===== config.mk =====
export PLATFORM = sky130hd
export DESIGN_NAME = fetch_unit
export DESIGN_NICKNAME = d
export VERILOG_FILES = /design/src/rtl/fetch_pkg.sv /design/src/rtl/next_pc_calc.sv /design/src/rtl/fetch_unit.sv
export SDC_FILE = /design/constraint.sdc
export NUM_CORES = 1
export LEC_CHECK = 0
export CAP_MARGIN = 20
export CORE_MARGIN = 3
export CORE_UTILIZATION = 30
export CTS_CLUSTER_SIZE = 10
export DETAILED_ROUTE_END_ITERATION = 6
export MAX_ROUTING_LAYER = met4
export SYNTH_ARGS = -nofsm -noshare
export SYNTH_HDL_FRONTEND = slang
export SYNTH_SLANG_ARGS = --single-unit
export TNS_END_PERCENT = 1

===== constraint.sdc =====
create_clock -name clk -period 3.2 [get_ports clk]
set_input_delay 0.64 -clock clk [delete_from_list [all_inputs] [get_ports clk]]
set_output_delay 0.64 -clock clk [all_outputs]
set_load 0.005 [all_outputs]

===== src/rtl/fetch_pkg.sv =====
`default_nettype none
// ============================================================================
// Module      : fetch_pkg
// Description : Shared state encoding, PC-select codes and reset vector for
//               the instruction-fetch stage.
// Revision    : 1.0 - initial release
// ============================================================================
package fetch_pkg;

    typedef logic [1:0] state_t;

    localparam state_t FETCH = 2'd0;
    localparam state_t ISSUE = 2'd1;
    localparam state_t HALT  = 2'd2;

    localparam logic [1:0] PC_SEQ = 2'b00;
    localparam logic [1:0] PC_BR  = 2'b01;
    localparam logic [1:0] PC_JR  = 2'b10;
    localparam logic [1:0] PC_JAL = 2'b11;

    localparam logic [31:0] DEFAULT_RESET_PC = 32'h0000_3000;

endpackage
`default_nettype wire


===== src/rtl/next_pc_calc.sv =====
`default_nettype none
// ============================================================================
// Module      : next_pc_calc
// Description : Combinational next-PC selection and jr alignment check.
// Revision    : 1.0 - initial release
// ============================================================================
module next_pc_calc
    import fetch_pkg::*;
(
    input  logic [31:0] pc,
    input  logic [31:0] instr,
    input  logic [1:0]  pc_control,
    input  logic [31:0] rs_data,
    output logic [31:0] next_pc,
    output logic        misaligned
);

    logic [31:0] w_pc_plus4;
    logic [31:0] w_br_offset;
    logic        w_unused_opcode;

    assign w_pc_plus4  = pc + 32'd4;
    assign w_br_offset = {{14{instr[15]}}, instr[15:0], 2'b00};

    // Opcode field is decoded by the controller, not here.
    assign w_unused_opcode = &{1'b0, instr[31:26]};

    always_comb begin
        next_pc = w_pc_plus4;
        case (pc_control)
            PC_BR:   next_pc = w_pc_plus4 + w_br_offset;
            PC_JR:   next_pc = rs_data;
            PC_JAL:  next_pc = {w_pc_plus4[31:28], instr[25:0], 2'b00};
            default: next_pc = w_pc_plus4;
        endcase
    end

    assign misaligned = (pc_control == PC_JR) && (rs_data[1:0] != 2'b00);

endmodule
`default_nettype wire


===== src/rtl/fetch_unit.sv =====
`default_nettype none
// ============================================================================
// Module      : fetch_unit
// Description : PC register, fetch/issue sequencer and misaligned-jr halt.
// Revision    : 1.0 - initial release
// ============================================================================
module fetch_unit
    import fetch_pkg::*;
#(
    parameter logic [31:0] RESET_PC = DEFAULT_RESET_PC
) (
    input  logic        clk,
    input  logic        reset,
    output logic        imem_req,
    output logic [31:0] imem_addr,
    input  logic [31:0] imem_rdata,
    input  logic        imem_ready,
    output logic [31:0] instr,
    output logic        instr_valid,
    output logic [31:0] pc,
    output logic [31:0] pc_plus4,
    input  logic [1:0]  pc_control,
    input  logic [31:0] rs_data,
    input  logic        issue_ack,
    output logic        fault
);

    state_t      r_state;
    logic [31:0] r_pc;
    logic [31:0] r_instr;
    logic        r_fault;
    logic [31:0] w_next_pc;
    logic        w_misaligned;

    next_pc_calc u_next_pc_calc (
        .pc         (r_pc),
        .instr      (r_instr),
        .pc_control (pc_control),
        .rs_data    (rs_data),
        .next_pc    (w_next_pc),
        .misaligned (w_misaligned)
    );

    always_ff @(posedge clk) begin
        if (reset) begin
            r_state <= FETCH;
            r_pc    <= RESET_PC;
            r_instr <= '0;
            r_fault <= 1'b0;
        end else begin
            case (r_state)
                FETCH: begin
                    if (imem_ready) begin
                        r_instr <= imem_rdata;
                        r_state <= ISSUE;
                    end
                end
                ISSUE: begin
                    // A misaligned jr keeps the faulting pc for inspection.
                    if (issue_ack) begin
                        if (w_misaligned) begin
                            r_fault <= 1'b1;
                            r_state <= HALT;
                        end else begin
                            r_pc    <= w_next_pc;
                            r_state <= FETCH;
                        end
                    end
                end
                HALT:    r_state <= HALT;
                default: r_state <= HALT;
            endcase
        end
    end

    assign imem_req    = (r_state == FETCH);
    assign imem_addr   = r_pc;
    assign instr       = r_instr;
    assign instr_valid = (r_state == ISSUE);
    assign pc          = r_pc;
    assign pc_plus4    = r_pc + 32'd4;
    assign fault       = r_fault;

endmodule
`default_nettype wire

# ---- After elaboration in Yosys (flattened, before gate mapping)
# Cells that the tools add are included.
dict set report word_totals {
  regBits 67
  latch_bits 0
  mem_bits_rw 0
  rom_bits 0
  input_bits 70
  out_inout_bits 131
  mem_count 0
}
dict set report classes {
  n_addsub 2
  multipliers 0
  div 0
  n_lt_le_gt_ge 0
  eq_ne 6
  n_shift 0
  mux 5
  bitwise_logic 1
  n_reduce_logical 7
}
# cell count
set ops {}
lappend ops {{one-hot mux 32 bit (3 select lines)} 1}
lappend ops {{adder 32 x 3 -> 32 bit (second input constant)} 1}
lappend ops {{adder 32 bit} 1}
lappend ops {{two-way mux 2 bit} 3}
lappend ops {{AND reduction 3 bit} 2}
lappend ops {{== test 2 x 1 -> 1 bit (second input constant)} 2}
lappend ops {{== test 2 bit (second input constant)} 2}
lappend ops {{!= test 2 x 1 -> 1 bit (second input constant)} 2}
lappend ops {{one-hot mux 2 bit (2 select lines)} 1}
lappend ops {{AND reduction 2 bit} 2}
lappend ops {{zero test 2 bit} 1}
lappend ops {{nonzero test 2 bit} 1}
lappend ops {{logical AND 1 bit} 1}
lappend ops {{inverter 1 bit} 1}

# ---- Logic depth before layout (Yosys ltp)
dict set report logic_depth {
  depth_word 5
  mapped_depth 18
  mapped_depth_nobuf 16
}

# ---- Hierarchy
# From an unflattened synthesis, not the netlist that was laid out.
dict set report unflattened {
  cells_unflattened 775
  hier_area_um2 6102.1
}
# mod instances cells_per_inst area_each_um2
set by_module_without_submodules {}
lappend by_module_without_submodules {fetch_unit 1 406 3133.0}
lappend by_module_without_submodules {next_pc_calc 1 369 2969.1}

# ---- Least setup slack after synthesis
# Ideal clock, no wire load.
dict set report synth_timing {
  path_kind {flip-flop to flip-flop}
  from {reg r_pc[2], in the netlist imem_addr[2]}
  to {reg r_pc[31], in the netlist imem_addr[31]}
  t_arrival_ns 3.273
  slack_ns -0.194
  path_stages_with_launch 16
  path_buffers 0
  synth_period_minus_slack_ns 3.394
  path_cell_list {dfxtp_1 > ha_1 > nand3_2 > nor4_1 > nand3_1 > xnor2_1 > ha_1 > a21oi_1 > nor2_1 > nor3_1 > o21ai_0 > a21oi_1 > o21ai_0 > xnor2_1 > mux2i_1 > o21ai_1}
}
dict set report synth_between {
  elab_chain_len 3
}
# item line_no
set synth_lines {}
lappend synth_lines {{from (decl)} fetch_unit.sv:29} ;# logic [31:0] r_pc;
lappend synth_lines {{from (signal assigned)} fetch_unit.sv:65} ;# r_pc <= w_next_pc;
lappend synth_lines {{adder 32 x 3 -> 32 bit} n/a}
lappend synth_lines {{via pc_plus4[16]} fetch_unit.sv:21} ;# output logic [31:0] pc_plus4,
lappend synth_lines {{adder 32 bit} next_pc_calc.sv:31} ;# PC_BR: next_pc = w_pc_plus4 + w_br_offset;
lappend synth_lines {{one-hot mux 32 bit (3 select lines)} next_pc_calc.sv:30} ;# case (pc_control)
# The timed path passes the listed nets, and every way through them passes these cells.
# A chain may end at the register's enable or synchronous reset.

# ---- Worst setup path after layout
dict set report layout_timing {
  from {reg r_pc[3], in the netlist imem_addr[3]}
  to {reg r_pc[23], in the netlist imem_addr[23]}
}
dict set report layout_between {
  elab_chain_len 3
}
# item line_no
set layout_lines {}
lappend layout_lines {{adder 32 x 3 -> 32 bit (*)} next_pc_calc.sv:22} ;# assign w_pc_plus4 = pc + 32'd4;
lappend layout_lines {{adder 32 bit} next_pc_calc.sv:31}
lappend layout_lines {{one-hot mux 32 bit (3 select lines) (*)} next_pc_calc.sv:30}
# Every way passes the cells marked *; elsewhere a longest branch is shown, timed or not.

==> metrics.csv <==
stage;metric;value;unit
run_status;status;finished clean;
clock_network;hold buffer count at CTS;0;
power_and_ir_drop;Pwr Total;2850;uW
critical_path;worst-case reg-to-reg path depth;15;
global_route;GRT Total Usage;22.8;%
global_route;initial antenna violation count;0;
place;RD Place Congestion;0.934;
synth;cell taking the most area after synthesis;dfxtp_1;
synth;syn avg cell area;7.74;um^2
min_path;depth of the worst hold-timing path;2;
timing;final setup violating endpoints;0;
clock_network;Sink Count;67;
synth;Post-synth ARST share;0;%
critical_path;Worst EP arrival;3.41;ns
critical_path;WP data required;3.45;ns
timing;Max-slew headroom;39.5;%
clock_network;H-tree levels;3;
power_and_ir_drop;leakage;0.00386;uW
drt;Wirelength per Cell;18.7;um
timing;Final Max Slew Viols;0;
floorplanning;Initial Utilization;31.3;%
clock_network;largest buffer count on any clock path;2;
synth;Yosys warning count;0;
min_path;Hold Crit Start;instr[31];
synth;Cell Area, Synth;5520;um^2
clock_network;Clock Latency Late Sink;0.34;ns
flow_run;Max-cap violations;0;
place;dpl cell area;8500;um^2
critical_path;Worst Path Max Fanout;5;
synth;Yosys cell types;68;
finish;post-synthesis to final-layout area growth;69.4;%
global_route;first-pass GRT wire length;35.0;mm
synth;share of the synthesized area in the top cell type;24.3;%
finish;Diodes inserted;0;
timing;fin crit period;3.16;ns
global_route;vias in the first global route;6225;
drt;DR vias/cell;5.21;
critical_path;crit path kind;reg -> reg;
timing;RSZ-0062 raised after global routing;yes;
synth;sequential-to-total area share from yosys stat;24.3;%
place;Final HPWL DP;18.1;mm
clock_network;clock-pin transition on the worst setup and hold timing paths;0.06;ns
floorplanning;Die Y;142;um
synth;synth top area cells;dfxtp_1, ha_1, nand2_1, a21oi_1, xnor2_1;
clock_network;clock root cell;clkbuf_16;
floorplanning;row cnt;48;
floorplanning;die area;20100;um^2
critical_path;CP Launch Point;imem_addr[3];
drt;DRC;0;
timing;clk_skew;0.00931;ns
min_path;worst min-delay path class;reg -> reg;
power_and_ir_drop;PD cells;304;nW/um^2
synth;cell count after synthesis;714;
floorplanning;width of the die;142;um
place;Port Buffer Count;200;
timing;Slew @ Worst Pin;0.907;ns
timing;fin crit share;98.8;%
critical_path;Setup crit end kind;register;
synth;EDFF count, synth;0;
finish;layout cells sized above 1;28.2;%
power_and_ir_drop;Worst VDD drop;258;uV
synth;top_reg_cell synth;dfxtp_1;
clock_network;Num CTS Buffers;9;
synth;Synth Register Bits;67;
floorplanning;# IOs;201;
critical_path;r2r startpoint;imem_addr[3];
drt;DRT Pass-1 Iters;5;
drt;DR iter-0 viols;483;
global_route;GRT overflow;0;
timing;Final Hold Viols;0;
critical_path;CP startpoint kind;register;
finish;final instance area;9360;um^2
clock_network;CTS tree;built;
drt;DRT Wirelength;23.2;mm
timing;Max Clock Freq;0.316;GHz
drt;Routed Antenna Nets;0;
synth;Post-Syn Nets;819;
floorplanning;core footprint;17700;um^2
global_route;largest net degree at the start of global routing;38;
drt;Via Count;6476;
finish;fin nets;1117;
==> cell usage in the layout (no fill, tap or decap), types with 10 or more instances in the layout <==
cell and instances:
o21ai_0 19, nand2_1 107, dfxtp_1 58, ha_1 24, a21oi_1 66, nor3_1 13
inv_1 15, o21ai_1 10, clkdlybuf4s50_1 197, a21o_1 13, xnor2_1 21, xnor2_2 12
xor2_1 13, nand3_1 19, nor2_1 58, a31oi_1 10, buf_4 155, mux4_2 11
==> per-layer routing <==
metal,global-route usage [%],share of wire [%]
met5,-,0
met4,6.77,2.1
met3,4.38,7.7
met2,34.6,46
met1,31.0,44
==> worst max-delay path, cell delays in order, from the launching register on <==
cell,delay [ns]
dfxtp_2,0.36
ha_4,0.15
nand3_4,0.11
nor4_4,0.33
buf_4,0.20
xor2_2,0.17
ha_1,0.31
a21oi_1,0.29
buf_4,0.18
o211ai_2,0.10
a21oi_2,0.22
buf_6,0.14
xnor2_2,0.08
nor2_1,0.14
a21oi_1,0.05
a311oi_1,0.24
==> cell type report <==
cell class,instances,area [um^2]
Sequential cell,67,1350
Multi-Input combinational cell,561,4170
Fill cell,1719,8300
Timing Repair Buffer,358,3180
Clock buffer,13,270
Clock inverter,3,45.0
Inverter,15,56.3
Tap cell,225,282
==> stage by stage <==
stage	hold slack [ns]	setup slack (ns)	utilization, %	setup TNS (ns)	instances
2_1_floorplan	0.453	0.0106	-	0	714
3_3_place_gp	0.441	-0.170	48.2	-0.443	1213
3_5_place_dp	0.447	-0.167	48.2	-0.647	1213
4_1_cts	0.454	-0.0296	50.4	-0.0296	1231
5_1_grt	0.474	-0.0957	53.0	-0.682	1242
6_report	0.452	0.0369	53.0	0	1242
==> worst paths after layout <==
path                            slack, ns             to
worst max-delay path                 0.04  imem_addr[23]
worst min-delay path                 0.45      instr[31]
worst min register to register       0.45      instr[31]
worst max register to register       0.04  imem_addr[23]
==> cell families after synthesis <==
logic type | synth area share, %
AOI/OAI and AO/OA | 21.5
xor gates and xnor gates | 8.34
adders and majority gates | 8.06
buffers and inverters | 8.45
DFF | 24.3
muxes | 7.16
and+or+nand+nor | 22.2
==> cells in the mapped netlist (8+ instances only) <==
| library cell | instances |
|---|---|
| nand3_1 | 25 |
| o21ai_0 | 28 |
| o221ai_1 | 8 |
| mux2i_1 | 8 |
| a31oi_1 | 10 |
| nand2_1 | 112 |
| mux4_2 | 11 |
| buf_4 | 34 |
| ha_1 | 34 |
| a21oi_1 | 77 |
| nor3_1 | 15 |
| dfxtp_1 | 67 |
| nand4_1 | 9 |
| a21o_1 | 13 |
| xnor2_1 | 32 |
| inv_1 | 15 |
| nor2_1 | 62 |
| xor2_1 | 15 |
| clkbuf_1 | 22 |
==> power breakdown <==
part / leakage [uW] / switching, uW / internal [uW] / total [uW]
sequential: 0.000549 / 52.2 / 878 / 930
combinational: 0.00316 / 380 / 458 / 838
clock: 0.000148 / 412 / 669 / 1080
==> repair_timing <==
item / in CTS / in global routing
setup endpoints to repair: 18 / 27
buffers inserted: 2 / 11
resized for setup: 14 / 80
pin swaps: 4 / 32
endpoints found under the hold margin: 0 / 0
==> registers in the layout, summed over array words and instances, names as in the netlist <==
register and flops:
r_state 2, instr 32, fault 1, imem_addr 32
Note: power is estimated with default switching activity, not from simulation.
